File: src/rtl/switch_sync_if.sv
// Switch input bundle: raw switch levels and acknowledge in, filtered word, edge pulses and change flag out.
interface switch_sync_if #(
  parameter int WORD_W = 8
);
  logic [WORD_W-1:0] switches;
  logic [WORD_W-1:0] Sdata;
  logic [WORD_W-1:0] Srise;
  logic [WORD_W-1:0] Sfall;
  logic              Schanged;
  logic              Sack;

  modport master (
    output switches, Sack,
    input  Sdata, Srise, Sfall, Schanged
  );

  modport slave (
    input  switches, Sack,
    output Sdata, Srise, Sfall, Schanged
  );
endinterface

File: src/rtl/switch_sync.sv
// Synchronised, optionally debounced (SWITCH_DEBOUNCE_EN) switch word with edge pulses and sticky change flag.
// Latency SYNC_STAGES+DB_CYCLES edges (SYNC_STAGES+1 without debounce); no backpressure, Sack only clears Schanged.
module switch_sync #(
  parameter int WORD_W      = 8,
  parameter int SYNC_STAGES = 2,
  parameter int DB_CYCLES   = 4
) (
  input  logic          clock,
  input  logic          n_reset,
  switch_sync_if.slave  sw
);

  if (SYNC_STAGES < 2 || DB_CYCLES < 1) begin : g_param_chk
    $error("switch_sync: SYNC_STAGES must be >= 2 and DB_CYCLES >= 1");
  end

  logic [SYNC_STAGES-1:0][WORD_W-1:0] sync_q, sync_d;
  logic [WORD_W-1:0] sdata_q, sdata_d;
  logic [WORD_W-1:0] rise_q, rise_d;
  logic [WORD_W-1:0] fall_q, fall_d;
  logic              changed_q, changed_d;
  logic [WORD_W-1:0] sync;

`ifdef SWITCH_DEBOUNCE_EN
  localparam int CW = (DB_CYCLES > 1) ? $clog2(DB_CYCLES) : 1;
  localparam logic [CW-1:0] CNT_MAX = CW'(DB_CYCLES - 1);
  logic [WORD_W-1:0][CW-1:0] cnt_q, cnt_d;
`endif

  assign sync = sync_q[SYNC_STAGES-1];

  always_comb begin
    sync_d    = sync_q;
    sync_d[0] = sw.switches;
    for (int k = 1; k < SYNC_STAGES; k++) begin
      sync_d[k] = sync_q[k-1];
    end

    sdata_d = sdata_q;
`ifdef SWITCH_DEBOUNCE_EN
    cnt_d = cnt_q;
    // Any matching sample restarts the run, so the counter can never wrap.
    for (int i = 0; i < WORD_W; i++) begin
      if (sync[i] == sdata_q[i]) begin
        cnt_d[i] = '0;
      end else if (cnt_q[i] == CNT_MAX) begin
        sdata_d[i] = sync[i];
        cnt_d[i]   = '0;
      end else begin
        cnt_d[i] = cnt_q[i] + CW'(1);
      end
    end
`else
    sdata_d = sync;
`endif

    rise_d = sdata_d & ~sdata_q;
    fall_d = ~sdata_d & sdata_q;

    // A fresh update outranks an acknowledge landing on the same edge.
    if (sdata_d != sdata_q) begin
      changed_d = 1'b1;
    end else if (sw.Sack) begin
      changed_d = 1'b0;
    end else begin
      changed_d = changed_q;
    end
  end

  always_ff @(posedge clock or negedge n_reset) begin
    if (!n_reset) begin
      sync_q    <= '0;
      sdata_q   <= '0;
      rise_q    <= '0;
      fall_q    <= '0;
      changed_q <= 1'b0;
`ifdef SWITCH_DEBOUNCE_EN
      cnt_q     <= '0;
`endif
    end else begin
      sync_q    <= sync_d;
      sdata_q   <= sdata_d;
      rise_q    <= rise_d;
      fall_q    <= fall_d;
      changed_q <= changed_d;
`ifdef SWITCH_DEBOUNCE_EN
      cnt_q     <= cnt_d;
`endif
    end
  end

  assign sw.Sdata    = sdata_q;
  assign sw.Srise    = rise_q;
  assign sw.Sfall    = fall_q;
  assign sw.Schanged = changed_q;

endmodule
File: src/flat_wrapper.sv
// flat-port wrapper written by rule: the top's interface ports become plain ports
module switch_sync_flat 
#(
  parameter int WORD_W      = 8,
  parameter int SYNC_STAGES = 2,
  parameter int DB_CYCLES   = 4
)
  (clock, n_reset, sw_switches, sw_Sack, sw_Sdata, sw_Srise, sw_Sfall, sw_Schanged);
  switch_sync_if #(.WORD_W(WORD_W)) sw_i ();
  input  logic clock;
  input  logic n_reset;
  input wire logic [$bits(sw_i.switches)-1:0] sw_switches;
  input wire logic [$bits(sw_i.Sack)-1:0] sw_Sack;
  output wire logic [$bits(sw_i.Sdata)-1:0] sw_Sdata;
  output wire logic [$bits(sw_i.Srise)-1:0] sw_Srise;
  output wire logic [$bits(sw_i.Sfall)-1:0] sw_Sfall;
  output wire logic [$bits(sw_i.Schanged)-1:0] sw_Schanged;
  assign sw_i.switches = sw_switches;
  assign sw_i.Sack = sw_Sack;
  assign sw_Sdata = sw_i.Sdata;
  assign sw_Srise = sw_i.Srise;
  assign sw_Sfall = sw_i.Sfall;
  assign sw_Schanged = sw_i.Schanged;
  switch_sync #(.WORD_W(WORD_W), .SYNC_STAGES(SYNC_STAGES), .DB_CYCLES(DB_CYCLES)) u_core (.clock(clock), .n_reset(n_reset), .sw(sw_i));
endmodule
File: config.mk
export PLATFORM = sky130hd
export DESIGN_NAME = switch_sync_flat
export DESIGN_NICKNAME = d
export VERILOG_FILES = /design/src/rtl/switch_sync_if.sv /design/src/rtl/switch_sync.sv /design/src/flat_wrapper.sv
export SDC_FILE = /design/constraint.sdc
export NUM_CORES = 1
export LEC_CHECK = 0
export CORE_ASPECT_RATIO = 1.4
export CORE_MARGIN = 4
export CORE_UTILIZATION = 50
export CTS_BUF_LIST = sky130_fd_sc_hd__clkbuf_8
export DETAILED_ROUTE_END_ITERATION = 7
export PLACE_DENSITY = 0.82
export RECOVER_POWER = 25
export SLEW_MARGIN = 40
export SYNTH_ARGS = -nofsm -noshare
export SYNTH_HDL_FRONTEND = slang
export SYNTH_SLANG_ARGS = --single-unit
File: constraint.sdc
create_clock -name clock -period 2.5 [get_ports clock]
set_input_delay 0.25 -clock clock [delete_from_list [all_inputs] [get_ports clock]]
set_output_delay 0.25 -clock clock [all_outputs]
set_load 0.1 [all_outputs]
### Word-level counts from Yosys, hierarchy flattened

Cells that the tools add are included.

| cells by class | value |
|---|---|
| equality and inequality tests | 1 |
| reduce and logical (&&, ||, !) cells | 1 |
| multiplexer cells | 2 |
| multipliers | 0 |
| shift operators | 0 |
| bitwise gates (word level) | 4 |
| divide/modulo/power cells | 0 |
| add/sub/neg operators | 0 |
| order comparisons | 0 |

Operators by type and width:

| kind | count |
|---|---|
| $and 8x8->8 | 2 |
| $not 8->8 | 2 |
| $ne 8x8->1 | 1 |
| $mux 1 | 2 |
| $reduce_bool 2->1 | 1 |

| word-level totals | value |
|---|---|
| output and inout port bits | 25 |
| input bits | 11 |
| word-level logic and storage cells | 14 |
| bits in read-only memories | 0 |
| memories kept | 0 |
| RAM bits | 0 |
| bits in registers | 41 |
| bits in latches | 0 |

### Logic depth before layout (Yosys ltp)

| depth | value |
|---|---|
| depth in word-level cells | 2 |
| mapped depth | 4 |
| gate-level depth less buffers | 4 |

### Least setup slack after synthesis

Ideal clock, no wire load.

| timing | value |
|---|---|
| kind | register -> register |
| from | reg u_core.sdata_q[5] (netlist: u_core.sw.Sdata[5]) |
| to | reg u_core.changed_q (netlist: u_core.sw.Schanged) |
| data required time | 2375 ps |
| cell stages (with the launch flop) | 5 |
| setup time | 125 ps |
| clock period less this slack | 1780 ps |
| arrival | 1655 ps |
| buffers on the path | 0 |
| setup slack | 720 ps |
| cells stage by stage | dfrtp_1 inv_1 ha_1 nand4_1 a211o_1 |

| between the ends | value |
|---|---|
| word-level cells in the longest chain between the ends | 2 |
| elaborated cells on any way between the ends | 3 |
| those cells by class | eq/ne: 1; mux: 1; reduce/logical: 1 |

Ends and longest elaborated chain:

| what | line | source |
|---|---|---|
| start: declaration | switch_sync.sv:18 | `logic [WORD_W-1:0] sdata_q, sdata_d;` |
| start signal: assignment | switch_sync.sv:82 | `sdata_q <= sdata_d;` |
| $ne 8x8->1 (*) | switch_sync.sv:61 | `if (sdata_d != sdata_q) begin` |
| $mux 1 or $reduce_bool 2->1 (tied branches) | - |  |
| end signal: assignment | switch_sync.sv:85 | `changed_q <= changed_d;` |
| end: declaration | switch_sync.sv:21 | `logic changed_q, changed_d;` |

Mark *: on every way between the ends. The rest lies on a longest branch, timed or not.
A chain may end at the register's enable or synchronous reset.

### Worst setup path after layout

| timing | value |
|---|---|
| from | reg u_core.sdata_q[3] (netlist: u_core.sw.Sdata[3]) |
| to | out sw_Sdata[3] |

RTL lines:

| what | line | source |
|---|---|---|
| end: declaration | flat_wrapper.sv:14 | `output wire logic [$bits(sw_i.Sdata)-1:0] sw_Sdata;` |

No word-level cell between the ends.

==> key figures <==
Outcome
  • Status: completed

Logic synthesis
  • Unique masters post-synth: 5
  • Yosys reg bits: 41
  • Syn_nets: 104
  • Post-synthesis sequential area ratio: 0.782
  • Area leader, netlist: dfrtp_1
  • Post-synthesis cell count: 77
  • Largest cells by area after synthesis: dfrtp_1, ha_1, inv_1
  • Post-synth top area share: 0.782
  • Mapped cell area: 1310 um^2
  • Syn avg cell area: 17.0 um^2
  • Synth Warn #: 0

Setup path
  • Critical path startpoint category: flop
  • Critical Path, Cell by Cell: buf_4
  • Crit Path Class: flop to output pin
  • Worst EP required: 2250 ps
  • Max stage delay on crit path: 390 ps
  • CP delay by family, top: flip-flops
  • Crit. End Element: output pin
  • Buf/Inv on CP: 1
  • Crit-path max FO: 3
  • Slowest-stage cell, CP: dfrtp_1
  • Critical Path AT: 980 ps

Clock network
  • H-tree depth: 2
  • CTS tree: yes
  • CTS Buffer Depth: 2
  • Clock root buffer: clkbuf_8
  • CTS Sinks: 41
  • # hold bufs at CTS: 0
  • Worst-path clk slew: 70 ps
  • Post-CTS setup repair buffer count: 0
  • Clock Latency Late Sink: 280 ps
  • TritonCTS Buffers: 5
  • Post-cts sizing count: 0

Floorplan
  • Die ar.: 3520 um^2
  • Die width: 51.3 um
  • Starting Density: 0.537
  • Row count: 21
  • Core area: 2440 um^2
  • I/O pin total: 36
  • Die height: 68.6 um

Power
  • Clock network power share: 0.390
  • Pwr Total: 1.54 mW
  • Cell-internal power: 1.14 mW
  • Register share of total power: 0.461
  • LEAKAGE: 0.951 nW
  • P_sw: 0.405 mW
  • Comb pwr share: 0.149
  • Pwr per Cell Area: 866 nW/um^2
  • VDD IR max: 0.000646 V
  • Sw frac: 0.263

Detailed routing
  • WL/cell: 11.7 um
  • Via count: 666
  • Met3 routed WL: 127 um
  • Drt pass-1 iters: 2
  • DR vias/cell: 4.30
  • Top sig layer: met4
  • DRC violation count after routing: 0
  • DRT iter0 DRCs: 3
  • Post-route ant nets: 0
  • WL final: 1810 um
  • Met2 wire len: 988 um
  • M1 WL: 649 um

Cells and area
  • Layout Utilization: 0.730
  • Filler instances: 172
  • Register area: 1030 um^2
  • Multi-input gate area: 221 um^2
  • Layout cell share with drive strength beyond 1: 0.281
  • Area Growth Syn to Fin: 36.0%
  • Final instance area: 1780 um^2
  • Nets: 147
  • Ant diodes: 0

STA
  • Worst-margin pin slew: 469 ps
  • Post-layout min period: 1230 ps
  • TNS Setup: 0 ps
  • Fin crit share: 0.492
  • Final setup fails: 0
  • Final slew viol count: 0
  • Fmax: 0.813 GHz
  • Worst hold slack: 349 ps
  • Max-slew headroom: 0.687
  • Final Hold Vio Count: 0
  • Clock Skews: 4.67 ps
  • RSZ-0062 raised after global routing: no

Run
  • Max Cap Violations: 0

Placed design
  • DP Area: 1640 um^2
  • I/O Buffers: 35
  • DP Wirelength: 1290 um
  • Routability cong.: 0.675

Global route
  • First-pass GRT wire length: 2980 um
  • Largest net degree at the start of global routing: 42
  • GRT Resource Usage Total: 0.123
  • Aggregate global routing overflow: 0
  • Initial antenna violation count: 0
  • Vias in the first global route: 685

Hold path
  • Worst min-delay path category: flop to flop
[flip-flops by register name (all words and copies together), names as in the netlist]
signal / count
u_core.sw.Schanged: 1
u_core.sw.Sdata: 8
u_core.sdata_d: 8
u_core.sw.Sfall: 8
u_core.sync_d: 8
u_core.sw.Srise: 8
[power groups by stage]
stage	clock (mW)	combinational (mW)	sequential, mW
after CTS	0.617	0.234	0.712
final	0.602	0.230	0.712
after detailed placement	0	0.233	0.725
after global routing	0.651	0.242	0.716
after global placement	0	0.231	0.722
after floorplan	0	0.0162	0.870
[worst paths after layout]
path / start / cells past startpoint / end / slack, ps
min reg2reg: u_core.sync_d[10] / 0 / u_core.sdata_d[2] / 350
min in group asynchronous: n_reset / 2 / u_core.sw.Srise[2] / 470
min: u_core.sync_d[10] / 0 / u_core.sdata_d[2] / 350
max reg2reg: u_core.sw.Sdata[7] / 4 / u_core.sw.Schanged / 1300
max: u_core.sw.Sdata[3] / 1 / sw_Sdata[3] / 1270
max in group asynchronous: n_reset / 2 / u_core.sdata_d[6] / 1710
[layout make-up]
type,instances,share of cell area
Timing Repair Buffer,36,0.166
Sequential cell,41,0.575
Multi-Input combinational cell,19,0.124
Inverter,17,0.0358
Clock buffer,5,0.0386
Tap cell,34,0.0239
Clock inverter,3,0.0365
[kinds of logic after synthesis]
logic type	share of synthesized area
compound gates	0.00668
fa+ha+maj	0.153
buf+inv	0.0487
flops	0.782
simple gates	0.00954
[through the flow]
stage	worst slack, ps	std cells
2_1_floorplan	720	77
3_3_place_gp	1350	146
3_5_place_dp	1290	146
4_1_cts	1250	154
5_1_grt	1230	155
6_report	1270	155
[layout by cell type, fill, tap and decap left out]
cell type         n
clkinv_2          1
ha_1             16
buf_4            26
a211o_1           1
bufinv_16         2
nand4_1           2
clkbuf_8          5
inv_1            17
dfrtp_1          41
clkdlybuf4s50_1   1
dlygate4sd3_1     9
[cells in the mapped netlist]
master and number:
ha_1 16, inv_1 17, nand4_1 2, a211o_1 1, dfrtp_1 41
[layer usage]
layer / track usage / vias up
met1: 0.123 / 321
met4: 0.0689 / 0
li1: - / 314
met3: 0.0452 / 5
met5: 0 / -
met2: 0.219 / 26
(Power assumes the default switching activity.)
